**src/rtl/bcd_time_disp_scan.sv**
```systemverilog
// ---------------------------------------------------------------------------
// bcd_time_disp_scan
//
// Time-multiplexed driver for a 4-digit common-anode 7-segment display.
// It takes the packed-BCD HH:MM word from the time counter and shows one
// digit at a time, SCAN_DIV clocks per digit. The time word is captured once
// per frame, at the end of the hours-tens slot, so a frame never mixes two
// different times. The colon is the hours-ones decimal point and blinks every
// BLINK_DIV clocks. An optional leading-zero blank darkens the hours-tens
// digit when it is 0. Any nibble above 9 is shown as a dash.
//
// Parameters
//   SCAN_DIV   clocks each digit is driven (>= 2)
//   BLINK_DIV  clocks per colon toggle (>= 2)
//
// Ports
//   clk       rising-edge clock
//   rst       asynchronous reset, active low
//   time_bcd  {H tens, H ones, M tens, M ones}; [3:0] = minutes ones
//   en        1 = display on, 0 = all digits dark (counters keep running)
//   blank_lz  1 = darken the hours-tens digit when it is 0
//   an        digit enables, active low; an[0] = minutes ones .. an[3] = hours tens
//   seg       segments, active low, {dp,g,f,e,d,c,b,a}
// ---------------------------------------------------------------------------
module bcd_time_disp_scan #(
    parameter int SCAN_DIV  = 50000,
    parameter int BLINK_DIV = 50000000
) (
    input  logic        clk,
    input  logic        rst,
    input  logic [15:0] time_bcd,
    input  logic        en,
    input  logic        blank_lz,
    output logic [3:0]  an,
    output logic [7:0]  seg
);

    localparam int SCAN_W  = (SCAN_DIV  > 1) ? $clog2(SCAN_DIV)  : 1;
    localparam int BLINK_W = (BLINK_DIV > 1) ? $clog2(BLINK_DIV) : 1;

    localparam logic [SCAN_W-1:0]  SCAN_LAST  = SCAN_W'(SCAN_DIV - 1);
    localparam logic [BLINK_W-1:0] BLINK_LAST = BLINK_W'(BLINK_DIV - 1);

    // 7-segment decode of one BCD nibble, active low, {g,f,e,d,c,b,a}.
    // Non-BCD values light only segment g so the digit reads as "-".
    function automatic logic [6:0] seg7_decode(input logic [3:0] nib);
        logic [6:0] s;
        case (nib)
            4'd0:    s = 7'h40;
            4'd1:    s = 7'h79;
            4'd2:    s = 7'h24;
            4'd3:    s = 7'h30;
            4'd4:    s = 7'h19;
            4'd5:    s = 7'h12;
            4'd6:    s = 7'h02;
            4'd7:    s = 7'h78;
            4'd8:    s = 7'h00;
            4'd9:    s = 7'h10;
            default: s = 7'h3F;
        endcase
        return s;
    endfunction

    // Select the nibble of the snapshot addressed by the scan index.
    function automatic logic [3:0] digit_select(input logic [15:0] word,
                                                input logic [1:0]  sel);
        logic [3:0] d;
        case (sel)
            2'd0:    d = word[3:0];
            2'd1:    d = word[7:4];
            2'd2:    d = word[11:8];
            default: d = word[15:12];
        endcase
        return d;
    endfunction

    logic [SCAN_W-1:0]  scan_cnt;
    logic [BLINK_W-1:0] blink_cnt;
    logic [1:0]         idx;
    logic               colon_on;
    logic [15:0]        snap;

    logic               scan_wrap;
    logic               blink_wrap;
    logic               frame_end;

    assign scan_wrap  = (scan_cnt == SCAN_LAST);
    assign blink_wrap = (blink_cnt == BLINK_LAST);
    assign frame_end  = scan_wrap && (idx == 2'd3);

    // ---- stage p0: scan/blink timebase and per-frame snapshot ----
    always_ff @(posedge clk or negedge rst) begin
        if (!rst) begin
            scan_cnt <= '0;
            idx      <= 2'd0;
        end else if (scan_wrap) begin
            scan_cnt <= '0;
            idx      <= idx + 2'd1;
        end else begin
            scan_cnt <= scan_cnt + SCAN_W'(1);
        end
    end

    // Colon blink runs on its own counter, independent of the digit scan.
    always_ff @(posedge clk or negedge rst) begin
        if (!rst) begin
            blink_cnt <= '0;
            colon_on  <= 1'b0;
        end else if (blink_wrap) begin
            blink_cnt <= '0;
            colon_on  <= ~colon_on;
        end else begin
            blink_cnt <= blink_cnt + BLINK_W'(1);
        end
    end

    // Capture on the same edge idx wraps 3->0, so the new time starts
    // exactly with digit 0 of the next frame.
    always_ff @(posedge clk or negedge rst) begin
        if (!rst) begin
            snap <= 16'h0000;
        end else if (frame_end) begin
            snap <= time_bcd;
        end
    end

    // ---- stage p0 -> p1: digit decode and enable masking ----
    logic [3:0] digit_p0;
    logic       dark_p0;
    logic       dp_n_p0;
    logic [3:0] an_p0;
    logic [7:0] seg_p0;

    always_comb begin
        digit_p0 = digit_select(snap, idx);
        // Whole display off, or leading hours-tens zero suppressed.
        dark_p0  = !en || ((idx == 2'd3) && blank_lz && (snap[15:12] == 4'd0));
        dp_n_p0  = !((idx == 2'd2) && colon_on);
        an_p0    = 4'hF;
        seg_p0   = 8'hFF;
        if (!dark_p0) begin
            an_p0  = ~(4'b0001 << idx);
            seg_p0 = {dp_n_p0, seg7_decode(digit_p0)};
        end
    end

    // ---- stage p1: registered pad drivers ----
    always_ff @(posedge clk or negedge rst) begin
        if (!rst) begin
            an  <= 4'hF;
            seg <= 8'hFF;
        end else begin
            an  <= an_p0;
            seg <= seg_p0;
        end
    end

endmodule

```
**config.mk**
```make
export PLATFORM = sky130hd
export DESIGN_NAME = bcd_time_disp_scan
export DESIGN_NICKNAME = d
export VERILOG_FILES = /design/src/rtl/bcd_time_disp_scan.sv
export SDC_FILE = /design/constraint.sdc
export NUM_CORES = 1
export LEC_CHECK = 0
export ABC_CLOCK_PERIOD_IN_PS = 3000
export BUFFER_PORTS_ARGS = -buffer_cell sky130_fd_sc_hd__buf_2
export CORE_ASPECT_RATIO = 0.6
export CORE_MARGIN = 5
export CORE_UTILIZATION = 50
export CTS_BUF_LIST = sky130_fd_sc_hd__clkbuf_2
export CTS_CLUSTER_SIZE = 8
export DETAILED_ROUTE_END_ITERATION = 8
export PLACE_DENSITY = 0.66
export SYNTH_ARGS = -nofsm -noshare
export SYNTH_HDL_FRONTEND = slang
export SYNTH_SLANG_ARGS = --single-unit
```
**constraint.sdc**
```tcl
create_clock -name clk -period 3 [get_ports clk]
set_input_delay 0.9 -clock clk [delete_from_list [all_inputs] [get_ports clk]]
set_output_delay 0.9 -clock clk [all_outputs]
set_load 0.01 [all_outputs]
```
==> results.json <==
{
  "drcViolationCount": 0,
  "cts_hold_buf": 0,
  "gp_congestion": 0.8988,
  "cts.clk_slew.worst_paths_ps": 190,
  "vias": 2433,
  "cts_max_level": 3,
  "yosysSeqAreaShare_pct": 53.08,
  "grt_pass1_vias": 2426,
  "fillers": 576,
  "synthCells": 309,
  "drtPass1Iterations": 6,
  "antenna_found_initial": 0,
  "async_reset_ff_share_pct": 100.0,
  "power.density_nw_per_um2": 467.7,
  "root_buffer": "clkbuf_2",
  "yosysTopAreaCellShare_pct": 44.00,
  "cts_tree": "yes",
  "grt_pass1_wl_um": 11790,
  "post-cts-setup-buffers": 0,
  "drt-total-wl_um": 7062,
  "multi_input_area_um2": 1505,
  "ys.warnings.count": 0,
  "r2r_slack_ps": 580,
  "seqCellArea_um2": 1842,
  "ctsResizeCount": 0,
  "fin_tns_setup_ps": 0,
  "die_area_um2": 8760,
  "layout.nets": 370,
  "outcome": "finished, final reports clean",
  "ys_ff_latch": 73,
  "antenna_left": 0,
  "worstHoldPathType": "primary input to asynchronous set/reset pin",
  "slew_headroom_pct": 41.84,
  "avgRoutedWirePerCell_um": 16.35,
  "slew_viol_final": 0,
  "fp.coreArea_um2": 6705,
  "hold_violations": 0,
  "antenna_cells": 0,
  "synth.most_common_cell": "dfrtp_1",
  "drt_iter0_drc": 188,
  "die_h_um": 74.53,
  "leakage_nw": 1.667,
  "ff2ff_path_depth": 6,
  "finalCritPeriodShare_pct": 80.54,
  "clock_latency_ps": 520,
  "port_buffers": 31,
  "cap_violations": 0,
  "syn_nets": 339,
  "post-route-min-period_ps": 2416,
  "ys_types": 45,
  "synth_area_per_cell_um2": 11.23,
  "final_layout_size_suffix_gt1_share_pct": 24.06,
  "drt-vias-per-instance": 5.632,
  "fin_util_pct": 57.45,
  "ys.flop_type": "dfrtp_1",
  "worstPathMaxFanout": 10,
  "yosysTopAreaCell": "dfrtp_1",
  "die_w_um": 117.5,
  "reg2reg_from": "idx[0]",
  "finClkSkew_ps": 16.35,
  "numCtsBuffers": 9,
  "clk_path_buf_depth": 2,
  "worst_r2r_endpoint": "seg[0]",
  "synth_edf_count": 0,
  "setup_viol": 0,
  "grt_usage_pct": 17.02,
  "rsz0062_at_grt": "false",
  "fmax_mhz": 413.9,
  "clock-sinks": 73,
  "ios": 32,
  "crit_type": "flip-flop to flip-flop",
  "area_growth_pct": 11.03,
  "syn_area_um2": 3470,
  "cp-start-kind": "flip-flop",
  "grt_max_degree": 46,
  "cp.arrival_ps": 2880,
  "ys_top_cells_by_area": "dfrtp_1 44%, dfstp_2 9.1%, mux2_2 5.5%",
  "rows": 23,
  "ir_worst_vdd_v": 0.0002813,
  "gr-total-overflow": 0,
  "tightestPinTransition_ps": 848.2,
  "dp_hpwl_um": 4908,
  "endpoint_kind": "flip-flop",
  "initial_core_util_pct": 51.74,
  "synthTopCellsByCount": "61 x dfrtp_1, 18 x nand3_1, 17 x mux2_2",
  "required_ps": 3460,
  "p_total_mw": 1.802
}
cells by family (layout without fill, tap and decap cells):
group | count (synthesis) | count (layout) | share of synthesized area, %
AO/OA/AOI/OAI | 37 | 37 | 6.816
buffers and inverters | 29 | 65 | 3.534
XOR/XNOR | 29 | 29 | 7.321
adder cells (fa/ha/maj) | 10 | 10 | 3.606
flip-flops | 73 | 73 | 53.08
AND/OR/NAND/NOR | 108 | 108 | 18.39
multiplexers | 23 | 23 | 7.248
metrics by stage:
stage | setup WS (ps) | hold WS (ps) | area [µm²] | cells
global route | 366.9 | 360.7 | 3852 | 432
finish | 583.7 | 368.5 | 3852 | 432
CTS | 606.2 | 346.5 | 3852 | 432
floorplan | 909.5 | 419.1 | 3470 | 309
detailed placement | 654.2 | 450.8 | 3699 | 416
global placement | 787.6 | 441.2 | 3699 | 416
per-layer routing:
metal / GRT usage [%] / part of all wire (%)
met3: 6.003 / 5.0
met4: 4.580 / 1.0
met5: 0 / 0
met2: 24.12 / 40
met1: 24.87 / 54
state kept, by name, summed over array words and instances, names as in the netlist:
signal	count
idx	2
colon_on	1
blink_cnt	26
scan_cnt	16
an	4
seg	8
snap	16
cell type report:
class / instances / area share [%]
flip-flops and latches: 73 / 47.81
multi-input cells: 207 / 39.07
repair buffers: 33 / 4.742
clock inverters: 7 / 2.826
well taps: 87 / 2.826
inverters: 16 / 1.559
clock buffers: 9 / 1.169
how the worst max path moves through the flow:
stage	start	to
floorplan	idx[0]	seg[0]
global placement	idx[0]	seg[0]
detailed placement	idx[0]	seg[0]
CTS	idx[0]	seg[0]
global route	idx[0]	seg[3]
finish	idx[0]	seg[0]
power breakdown:
group | internal, mW | switching, mW | leakage (nW)
logic | 0.0349 | 0.0493 | 0.661
clock network | 0.352 | 0.348 | 0.0931
registers | 1.01 | 0.00924 | 0.913
worst max-delay path: stages, from the launching register on:
cell and delay (ps):
dfrtp_1 440, inv_1 100, ha_1 270, a222oi_1 410
mux2i_1 320, or4b_2 720, nand3_1 100
placed cells by master (no fill, tap or decap), types with 13 or more instances in the layout:
master,netlist,layout
buf_2,5,31
dfrtp_1,61,61
inv_1,16,16
mux2_2,17,17
nand2_1,14,14
nand3_1,18,18
nand4_1,13,13
nor2_1,16,16
o21ai_0,13,13
xnor2_1,15,15
xor2_1,14,14
No activity file was read; power rests on OpenSTA's default activity.
